===== config.mk =====
export PLATFORM = sky130hd
export DESIGN_NAME = mutex_rr_scheduler
export DESIGN_NICKNAME = d
export VERILOG_FILES = /design/src/rtl/mutex_rr_scheduler.sv
export SDC_FILE = /design/constraint.sdc
export NUM_CORES = 1
export LEC_CHECK = 0
export ABC_AREA = 1
export CAP_MARGIN = 20
export CORE_MARGIN = 2
export CORE_UTILIZATION = 40
export CTS_BUF_LIST = sky130_fd_sc_hd__clkbuf_16
export DETAILED_ROUTE_END_ITERATION = 8
export HOLD_SLACK_MARGIN = 0.03
export PLACE_DENSITY = 0.77
export SYNTH_ARGS = -nofsm -noshare
export SYNTH_HDL_FRONTEND = slang
export SYNTH_SLANG_ARGS = --single-unit

===== constraint.sdc =====
create_clock -name clk -period 2 [get_ports clk]
set_input_delay 0.4 -clock clk [delete_from_list [all_inputs] [get_ports clk]]
set_output_delay 0.4 -clock clk [all_outputs]
set_load 0.005 [all_outputs]

===== src/rtl/mutex_rr_scheduler.sv =====
// Round-robin mutual-exclusion scheduler: four edge-triggered requesters share
// one downstream resource; each grant runs GRANT -> WAIT -> FREE before the
// arbiter looks at the pending set again.
module mutex_rr_scheduler #(
  parameter int unsigned DATA_WIDTH     = 32,
  parameter int unsigned TIMEOUT_CYCLES = 255
) (
  input  logic                  clk,
  input  logic                  rstn,
  input  logic [3:0]            i_drive,
  input  logic [DATA_WIDTH-1:0] i_data0,
  input  logic [DATA_WIDTH-1:0] i_data1,
  input  logic [DATA_WIDTH-1:0] i_data2,
  input  logic [DATA_WIDTH-1:0] i_data3,
  input  logic                  i_freeNext,
  output logic [3:0]            o_free,
  output logic                  o_driveNext,
  output logic [DATA_WIDTH-1:0] o_data,
  output logic [3:0]            o_grant,
  output logic                  o_busy,
  output logic                  o_timeout
);

  // Counter holds 0..TIMEOUT_CYCLES; a disabled timeout still needs one bit.
  localparam int unsigned CNT_W = (TIMEOUT_CYCLES < 1) ? 1 : $clog2(TIMEOUT_CYCLES + 1);
  localparam logic [CNT_W-1:0] CNT_MAX  = {CNT_W{1'b1}};
  // Release fires on the WAIT cycle that would bring the count to TIMEOUT_CYCLES.
  localparam logic [CNT_W-1:0] CNT_LAST = CNT_W'(TIMEOUT_CYCLES - 1);

  typedef enum logic [1:0] {
    ST_IDLE  = 2'd0,
    ST_GRANT = 2'd1,
    ST_WAIT  = 2'd2,
    ST_FREE  = 2'd3
  } state_t;

  state_t                  state;
  logic [3:0]              pend;
  logic [3:0]              prev;
  logic [1:0]              ptr;
  logic [1:0]              sel;
  logic [CNT_W-1:0]        cnt;

  logic [3:0]              rise;
  logic                    pick_valid;
  logic [1:0]              pick;
  logic [1:0]              cand;
  logic [DATA_WIDTH-1:0]   pick_data;

  // Rising edges of the drive levels relative to last cycle's sample.
  assign rise = i_drive & ~prev;

  // Rotating priority search starting just after the last served requester.
  always_comb begin
    pick_valid = 1'b0;
    pick       = ptr;
    cand       = ptr;
    for (int k = 1; k <= 4; k++) begin
      cand = ptr + 2'(k);
      if (!pick_valid && pend[cand]) begin
        pick_valid = 1'b1;
        pick       = cand;
      end
    end
  end

  // Payload of the requester about to be granted.
  always_comb begin
    case (pick)
      2'd0:    pick_data = i_data0;
      2'd1:    pick_data = i_data1;
      2'd2:    pick_data = i_data2;
      default: pick_data = i_data3;
    endcase
  end

  // Request capture, arbitration FSM and registered outputs.
  always_ff @(posedge clk or negedge rstn) begin
    if (!rstn) begin
      state       <= ST_IDLE;
      pend        <= '0;
      prev        <= '0;
      ptr         <= 2'd3;
      sel         <= 2'd0;
      cnt         <= '0;
      o_data      <= '0;
      o_grant     <= '0;
      o_free      <= '0;
      o_driveNext <= 1'b0;
      o_busy      <= 1'b0;
      o_timeout   <= 1'b0;
    end else begin
      prev        <= i_drive;
      pend        <= pend | rise;
      o_free      <= '0;
      o_driveNext <= 1'b0;
      case (state)
        ST_IDLE: begin
          if (pick_valid) begin
            sel         <= pick;
            o_grant     <= 4'b0001 << pick;
            o_data      <= pick_data;
            o_driveNext <= 1'b1;
            o_busy      <= 1'b1;
            state       <= ST_GRANT;
          end
        end
        ST_GRANT: begin
          cnt   <= '0;
          state <= ST_WAIT;
        end
        ST_WAIT: begin
          if (i_freeNext) begin
            o_free <= 4'b0001 << sel;
            state  <= ST_FREE;
          end else if ((TIMEOUT_CYCLES != 0) && (cnt == CNT_LAST)) begin
            cnt       <= cnt + CNT_W'(1);
            o_free    <= 4'b0001 << sel;
            o_timeout <= 1'b1;
            state     <= ST_FREE;
          end else if (cnt != CNT_MAX) begin
            cnt <= cnt + CNT_W'(1);
          end
        end
        ST_FREE: begin
          // A fresh edge on the served requester re-arms it rather than being lost.
          pend    <= (pend & ~(4'b0001 << sel)) | rise;
          ptr     <= sel;
          o_grant <= '0;
          o_busy  <= 1'b0;
          state   <= ST_IDLE;
        end
        default: state <= ST_IDLE;
      endcase
    end
  end

endmodule


==> Word-level counts from Yosys, hierarchy flattened <==
Index checks and enable logic that the tools add are counted.
{ "op_classes": {"addsub": 4, "n_lt_le_gt_ge": 4, "n_eq_ne": 11, "shift": 2, "mux": 35, "bitwise": 7, "n_reduce_logical": 15} }
{ "op_table": {"columns": ["op", "n"], "rows": [
  ["32-bit one-hot mux with 3 select lines", 1],
  ["8-bit two-way mux", 3],
  ["4-bit two-way mux", 5],
  ["8-bit one-hot mux with 2 select lines", 1],
  ["2-bit two-way mux", 7],
  ["2-bit by 3-bit less-than comparator with 1-bit output (second input constant)", 4],
  ["1-bit two-way mux", 11],
  ["8-bit by 1-bit adder with 8-bit output (second input constant)", 1],
  ["4-bit bitwise AND", 2],
  ["1-bit binary-select mux with 2-bit select", 4],
  ["8-bit == test (second input constant)", 1],
  ["8-bit inequality test (second input constant)", 1],
  ["4-bit inverter", 2],
  ["4-bit bitwise OR", 2],
  ["2-bit one-hot mux with 4 select lines", 1],
  ["4-bit one-hot mux with 2 select lines", 1],
  ["1-bit by 2-bit left shift with 4-bit output (first input constant)", 2],
  ["2-bit == test (second input constant)", 3],
  ["3-bit inequality test (second input constant)", 2],
  ["2-bit AND reduction", 3],
  ["3-bit AND reduction", 2],
  ["2-bit adder (second input constant)", 2],
  ["2-bit by 1-bit == test with 1-bit output (second input constant)", 2],
  ["2-bit zero test", 2],
  ["other kinds (7)", 13]
]} }
{ "word_totals": {"ff_bits": 65, "input_bits": 135, "output_inout_bits": 43, "elab_cells": 90} }

==> Longest topological paths before layout <==
Gate-level depths: netlist of the first run.
{ "depth": {"word_depth": 16, "depth_mapped": 17} }

==> Worst setup path before layout of the first run <==
OpenSTA, ideal clock, no wires.
{ "synth_timing": {"path_type": "flip-flop to flip-flop", "startpoint": "register ptr[0]", "endpoint": "register o_data[8]", "arrival_time_ns": 1.888, "required_ns": 1.884, "slack_ns": -0.004, "path_stages_with_launch": 17, "path_buffers": 3, "period_less_slack_ns": 2.004, "cell_sequence": "dfstp_2 buf_4 inv_4 nand2_1 nand2_2 nand2_2 nand2_4 nor2_8 nand2_4 nand2_2 nand2_4 buf_8 buf_6 o21ai_1 nand3_1 nand2_1 nand2_1"} }
{ "synth_via": {"elab_chain_cells": 15} }
{ "synth_lines": {"columns": ["element", "line", "source"], "rows": [
  ["start: declaration", "40", "logic [1:0] ptr;"],
  ["start signal: assignment", "128", "ptr <= sel;"],
  ["2-bit by 1-bit adder with 2-bit output", "59", "cand = ptr + 2'(k);"],
  ["1-bit binary-select mux with 2-bit select", "60", "if (!pick_valid && pend[cand]) begin"],
  ["1-bit two-way mux (implied by the code)", "60", null],
  ["1-bit two-way mux", "60", null],
  ["1-bit zero test", "60", null],
  ["1-bit logical AND", "60", null],
  ["1-bit two-way mux", "60", null],
  ["1-bit zero test", "60", null],
  ["1-bit logical AND", "60", null],
  ["1-bit two-way mux", "60", null],
  ["1-bit zero test", "60", null],
  ["1-bit logical AND", "60", null],
  ["2-bit two-way mux", "60", null],
  ["2-bit == test, or another cell as far along", "69", "case (pick)"],
  ["32-bit one-hot mux with 3 select lines", "69", null],
  ["end signal: assignment", "102", "o_data <= pick_data;"],
  ["end: declaration", "18", "output logic [DATA_WIDTH-1:0] o_data,"]
]} }
Parallel ways exist; a longest one is shown, timed or not. The select of a mux whose other input is x is not followed.
A chain may end at the register's enable or synchronous reset.

==> Worst setup path in the final report of the first run <==
{ "layout_timing": {"startpoint": "register ptr[0]", "endpoint": "register o_data[18]"} }
Same word-level chain as after synthesis.

==> metrics.md, run 1 <==
| Metric | Value |
|---|---|
| Number of remaining DRC errors | 0 |
| Yosys top cell by area | dfrtp_1 |
| Crit path largest cell delay | 610 ps |
| First-pass iteration count of the detailed router | 5 |
| Clock buffer depth | 2 |
| Netlist cell types | 29 |
| Multi-input gate area | 0.00238 mm² |
| Starting Density | 40.6% |
| Crit path buffers/inverters | 4 |
| Asr flop ratio synth | 100% |
| F_max | 0.432 GHz |
| CP cell instances | inv_4 > nand2_2 > nand2_4 > nand2_4 > nand2_4 > nor2_8 > nand2_4 > nand2_2 > nand2_4 > buf_12 > buf_12 > clkinv_16 > nand2_1 > nand2_1 > nand2_1 > nand2_1 > nand2_1 |
| Synth Cell Area | 0.00434 mm² |
| Crit Path Category | reg2reg |
| Die ar. | 0.0117 mm² |
| Clk Latency, worst-skew pair | 340 ps |
| Hpwl dp | 10,300 µm |
| Share of cells above drive strength 1 | 15.8% |
| CP required | 2220 ps |
| Crit Path Max Fanout | 18 |
| Vias post-DR | 4,965 |
| Crit path DAT | 2540 ps |
| Fill count | 839 |
| Commonest non-fill, non-tap cell in the layout | nand2_1 |
| Startpoint types | flop |
| FP Rows | 38 |
| Drt wl/cell | 16.2 µm |
| Synth Area in Adders | 2.02% |
| Final hold vios | 0 |
| Vias/cell | 5.17 |
| Max Cap Viol | 0 |
| Met2 WL post-DR | 7710 µm |
| # setup viols final | 42 |
| Crit path max-delay cell type | dfstp_2 |
| CTS buffer count | 9 |
| Antenna Nets Post-Route | 0 |
| First-pass GRT wire length | 23,300 µm |
| Multiplexer share of the synthesized area | 0% |
| Chip height | 108 µm |
| Area grow syn2layout | 68.5% |
| Post-Synthesis Cells | 604 |
| Yosys reg bits | 65 |
| Peak supply drop | 0.00232 V |
| Critical Path Sink Type | flop |
| Root buffer cell | clkbuf_16 |
| Worst hold path type | in2async |
| Place WS | -402 ps |
| Register area share after synthesis | 37.5% |
| Crit path max-delay family | simple AND/OR/NAND/NOR gates |
| Post-synth EDFFs | 0 |
| Slew headroom | 68.1% |
| H-tree depth | 3 |
| Unrepaired setup endpoints after global routing | yes |
| Clock-pin slew on the worst setup and hold paths | 60 ps |
| Final WS setup | -317 ps |
| Dominant cells by area after synthesis | dfrtp_1 (36%), nand2_1 (19%), nand3_1 (8.8%), nand3b_1 (7.3%), inv_1 (5.5%) |
| RR Startpoint | ptr[0] |
| Crit path depth | 17 |
| Iter 0 DRT Violations | 369 |
| Most frequent cells in the layout | nand2_1 (205), clkdlybuf4s50_1 (176), nand3_1 (73) |
| Largest family of logic cells by synthesized area | simple AND/OR/NAND/NOR gates |
| Die Width | 108 µm |
| Worst-Margin Slew | 479 ps |
| Sink Count | 65 |
| Commonest register cell after synthesis | dfrtp_1 |
| Total global-route track usage | 25.9% |
| Vias in the first global route | 4,872 |
| Clk_skew | 6.25 ps |
| FF-to-FF setup slack | -320 ps |
| I/O Buffers | 177 |
| Synth top area share | 36.3% |
| Simple-Gate Fraction of Synth Area | 41.8% |
| Final Max Tran Viols | 0 |
| Tmin final | 2320 ps |
| Ant. Diodes | 0 |
| Syn Area/Cell | 7.19 µm² |
| PD cells | 2420 mW/mm² |
| M1 WL | 6040 µm |
| Sequential cell area | 0.00163 mm² |
| Synth Area in Compound Gates | 7.96% |
| Met3 routed WL | 1250 µm |
| Fin crit share | 116% |
| Reg2Reg Depth | 17 |
| Largest net degree at the start of global routing | 36 |
| Nets | 958 |
| CTS tree | built |
| DP Cell Count | 922 |
| Core box area | 0.0107 mm² |
| Initial antenna violation count | 0 |
| Syn Nets | 746 |
| Worst Setup SP | ptr[0] |
| Gpl congestion | 0.891 |
| Ys Warns | 0 |
| Post-Layout Cell Count | 961 |
| Failing checks | setup timing |
| Routed WL | 15,600 µm |
| Status | complete, but fails checks |
| Synth Area in XOR/XNOR | 0.202% |
| I/O pins | 178 |
| Top sig layer | met4 |
| Leakage power | 3.50 nW |
| Overflow after GRT | 0 |
cell families after synthesis:
family,count (synthesis)
XOR/XNOR,1
buffers and inverters,98
AND/OR/NAND/NOR,374
adder cells (fa/ha/maj),7
AO/OA/AOI/OAI,59
flip-flops,65
per-stage QoR:
stage / TNS (ps) / hold WS [ps] / cell area [µm²] / util, % / power, mW
global placement: -5480 / 408 / 6420 / 60.0 / 12.2
detailed placement: -10710 / 410 / 6420 / 60.0 / 12.5
CTS: -4240 / 108 / 7110 / 66.5 / 16.3
finish: -9110 / 90.8 / 7310 / 68.4 / 17.7
global route: -13840 / 139 / 7310 / 68.4 / 18.9
floorplan: 0 / 104 / 4340 / - / 9.02
synth_stat cells, types with 4 or more instances:
cell type	number
ha_1	7
dfrtp_1	63
o22ai_1	4
nand2_2	5
buf_4	7
nand3_1	76
nand2_1	218
buf_2	20
inv_1	64
o21ai_2	11
nor2_1	10
nand2_4	7
a21oi_1	8
nor3_1	6
o21ai_0	30
o21ai_1	4
nand3_2	6
nand3b_1	42
report_power, final:
| group | internal, mW | total [mW] | switching (mW) | leakage, nW |
|---|---|---|---|---|
| sequential | 1.86 | 2.21 | 0.349 | 0.808 |
| clock | 1.08 | 1.67 | 0.593 | 0.154 |
| combinational | 6.42 | 13.8 | 7.37 | 2.54 |
timing repair:
action | in CTS | in global routing
pin swaps | 2 | 0
cloned | 7 | 2
resized for setup | 36 | 21
buffers inserted | 8 | 6
hold buffers | 0 | 0
endpoints found under the setup margin | 41 | 46
path summary, 6_finish.rpt:
check,end
setup / recovery,o_data[18]
hold / removal,prev[3]
setup reg to reg,o_data[18]
hold reg to reg,pend[3]
max in group asynchronous,o_data[31]
min in group clk,pend[3]
cell type report:
type / instances / share of cell area (%)
Clock inverter: 7 / 1.20
Timing Repair Buffer: 229 / 34.5
Multi-Input combinational cell: 442 / 32.5
Tap cell: 140 / 2.39
Clock buffer: 9 / 3.08
Inverter: 68 / 3.88
Timing Repair inverter: 1 / 0.222
Sequential cell: 65 / 22.3
worst reg2reg max path: stages, from the launching register on:
cell       delay [ps]
dfstp_2           610
inv_4              90
nand2_2           100
nand2_4            80
nand2_4           100
nand2_4            80
nor2_8            140
nand2_4            90
nand2_2            80
nand2_4           100
buf_12            160
buf_12            140
clkinv_16          70
nand2_1           100
nand2_1           100
nand2_1            70
nand2_1            60
nand2_1            50
state kept, by name, summed over array words and instances, names as in the netlist, 2 cells and up:
signal and flops:
cnt 8, o_data 32, o_free 4, o_grant 4, pend 4, prev 4, ptr 2, sel 2
state 2
metal layers:
layer  vias up  global-route usage (%)
met5         -                       0
met4         0                    13.4
met3        45                    5.91
met2       216                    45.2
met1      2339                    29.5
li1       2365                       -
No activity file was read; power rests on OpenSTA's default activity.
==> run 2: changes to the inputs <==
--- a/config.mk
+++ b/config.mk
@@ -8,11 +8,12 @@
 export ABC_AREA = 1
 export CAP_MARGIN = 20
 export CORE_MARGIN = 2
-export CORE_UTILIZATION = 40
+export CORE_UTILIZATION = 47
 export CTS_BUF_LIST = sky130_fd_sc_hd__clkbuf_16
+export CTS_CLUSTER_SIZE = 30
 export DETAILED_ROUTE_END_ITERATION = 8
 export HOLD_SLACK_MARGIN = 0.03
-export PLACE_DENSITY = 0.77
+export PLACE_DENSITY = 0.86
 export SYNTH_ARGS = -nofsm -noshare
 export SYNTH_HDL_FRONTEND = slang
 export SYNTH_SLANG_ARGS = --single-unit
==> constraint.sdc (replaced) <==
create_clock -name clk -period 3 [get_ports clk]
set_input_delay 0.6 -clock clk [delete_from_list [all_inputs] [get_ports clk]]
set_output_delay 0.6 -clock clk [all_outputs]
set_load 0.005 [all_outputs]
==> metrics.md, run 2 (synthesis gave the netlist of run 1 again) <==
| Metric | Value |
|---|---|
| Clock-pin slew on the worst setup and hold paths | 60 ps |
| Peak supply drop | 0.00105 V |
| Crit path DAT | 2890 ps |
| Routed WL | 13,400 µm |
| Leakage power | 3.10 nW |
| Setup repair bufs after CTS | 0 |
| Iter 0 DRT Violations | 185 |
| Final hold vios | 0 |
| CTS buffer count | 9 |
| Fin crit share | 88.9% |
| Worst hold path type | in2async |
| Final Max Tran Viols | 0 |
| Share of cells above drive strength 1 | 8.02% |
| Number of remaining DRC errors | 0 |
| Area grow syn2layout | 48.1% |
| Flip-flop count of the largest register after layout | 32 |
| Fill count | 699 |
| CTS Hold Buffers Added | 0 |
| Crit Path Max Fanout | 33 |
| Clk_skew | 8.84 ps |
| Sequential cell area | 0.00163 mm² |
| Vias in the first global route | 4,455 |
| Startpoint types | flop |
| Die Width | 100 µm |
| Clock buffer depth | 2 |
| First-pass iteration count of the detailed router | 5 |
| Max Cap Viol | 0 |
| Post-CTS sizing | 0 |
| Gpl congestion | 0.910 |
| Vias post-DR | 4,704 |
| Final WS setup | 332 ps |
| Top flop regs | o_data x32, cnt x8 |
| Tmin final | 2670 ps |
| Sink Count | 65 |
| Final setup TNS | 0 ps |
| Vias/cell | 5.32 |
| Place WS | 402 ps |
| F_max | 0.375 GHz |
| CP required | 3220 ps |
| Starting Density | 47.7% |
| FP Rows | 35 |
| I/O Buffers | 177 |
| CTS tree | built |
| Nets | 910 |
| H-tree depth | 3 |
| PD cells | 1340 mW/mm² |
| Die ar. | 0.0100 mm² |
| Biggest register | o_data |
| Initial antenna violation count | 0 |
| Fin area | 0.00643 mm² |
| Crit Path Category | reg2reg |
| Core box area | 0.00911 mm² |
| Commonest non-fill, non-tap cell in the layout | nand2_1 |
| First-pass GRT wire length | 20,900 µm |
| I/O pins | 178 |
| Worst-Margin Slew | 667 ps |
| Largest net degree at the start of global routing | 50 |
| Overflow after GRT | 0 |
| # setup viols final | 0 |
| Ant. Diodes | 0 |
| Hpwl dp | 9680 µm |
| DP Area | 0.00611 mm² |
| Clk Latency, worst-skew pair | 330 ps |
| Antenna Nets Post-Route | 0 |
| Drt wl/cell | 15.2 µm |
| Root buffer cell | clkbuf_16 |
| Status | completed |
| Unrepaired setup endpoints after global routing | no |
| Critical Path Sink Type | flop |
| Total global-route track usage | 26.5% |
| Chip height | 100 µm |
| Slew headroom | 55.5% |
| Multi-input gate area | 0.00226 mm² |
| Most frequent cells in the layout | nand2_1 (218), clkdlybuf4s50_1 (176), nand3_1 (76) |
[run 2: final cells by class]
type / instances / area share (%)
Inverter: 68 / 4.05
Tap cell: 111 / 2.16
Sequential cell: 65 / 25.3
Timing Repair Buffer: 183 / 28.4
Clock inverter: 7 / 1.48
Multi-Input combinational cell: 441 / 35.1
Clock buffer: 9 / 3.50
[run 2: layer usage]
metal / vias to the layer above / routed length, µm / global-route usage [%]
li1: 2267 / - / -
met1: 2214 / 5390 / 32.0
met2: 202 / 6840 / 47.3
met3: 21 / 959 / 4.81
met4: 0 / 228 / 9.27
met5: - / 0 / 0
[run 2: final timing paths]
kind	from	to	slack, ps	depth (start not counted)
worst max-delay path	ptr[0]	o_data[20]	330	14
worst min-delay path	rstn	o_data[29]	160	1
worst max register to register	ptr[0]	o_data[20]	330	14
worst min register to register	prev[1]	pend[1]	420	1
max in group asynchronous	rstn	ptr[1]	2090	2
min in group clk	prev[1]	pend[1]	420	1
[run 2: through the flow]
stage                     hold slack (ps)  power [mW]  instances  util (%)
final                                 158        8.61        884      70.6
after global routing                  169        9.35        884      70.6
after CTS                             163        8.59        884      70.6
after detailed placement              420        7.43        868      67.1
after global placement                405        7.20        868      67.1
after floorplan                       304        6.02        604         -
[run 2: report_power, final]
part	total (mW)	switching, mW	leakage [nW]	internal, mW
clock	1.14	0.411	0.155	0.727
sequential	1.48	0.238	0.808	1.24
combinational	6.00	3.86	2.14	2.13
total	8.61	4.51	3.10	4.10
[run 2: worst max-delay path, cell delays in order, from the launching register on]
cell	delay, ps
dfstp_2	630
inv_4	90
nand2_1	70
nand2_1	130
nand2_4	130
nand2_4	80
nor2_8	150
nand3_2	110
nand2_4	330
buf_4	420
nand3b_1	140
nand2_1	100
inv_1	50
nand2_1	60
nand2_1	40
==> run 3: changes to the inputs <==
--- a/config.mk
+++ b/config.mk
@@ -14,6 +14,7 @@
 export DETAILED_ROUTE_END_ITERATION = 8
 export HOLD_SLACK_MARGIN = 0.03
 export PLACE_DENSITY = 0.86
+export SLEW_MARGIN = 10
 export SYNTH_ARGS = -nofsm -noshare
 export SYNTH_HDL_FRONTEND = slang
 export SYNTH_SLANG_ARGS = --single-unit
==> results of run 3 <==
No change in the layout: final DEF, timing and power equal those of run 2.
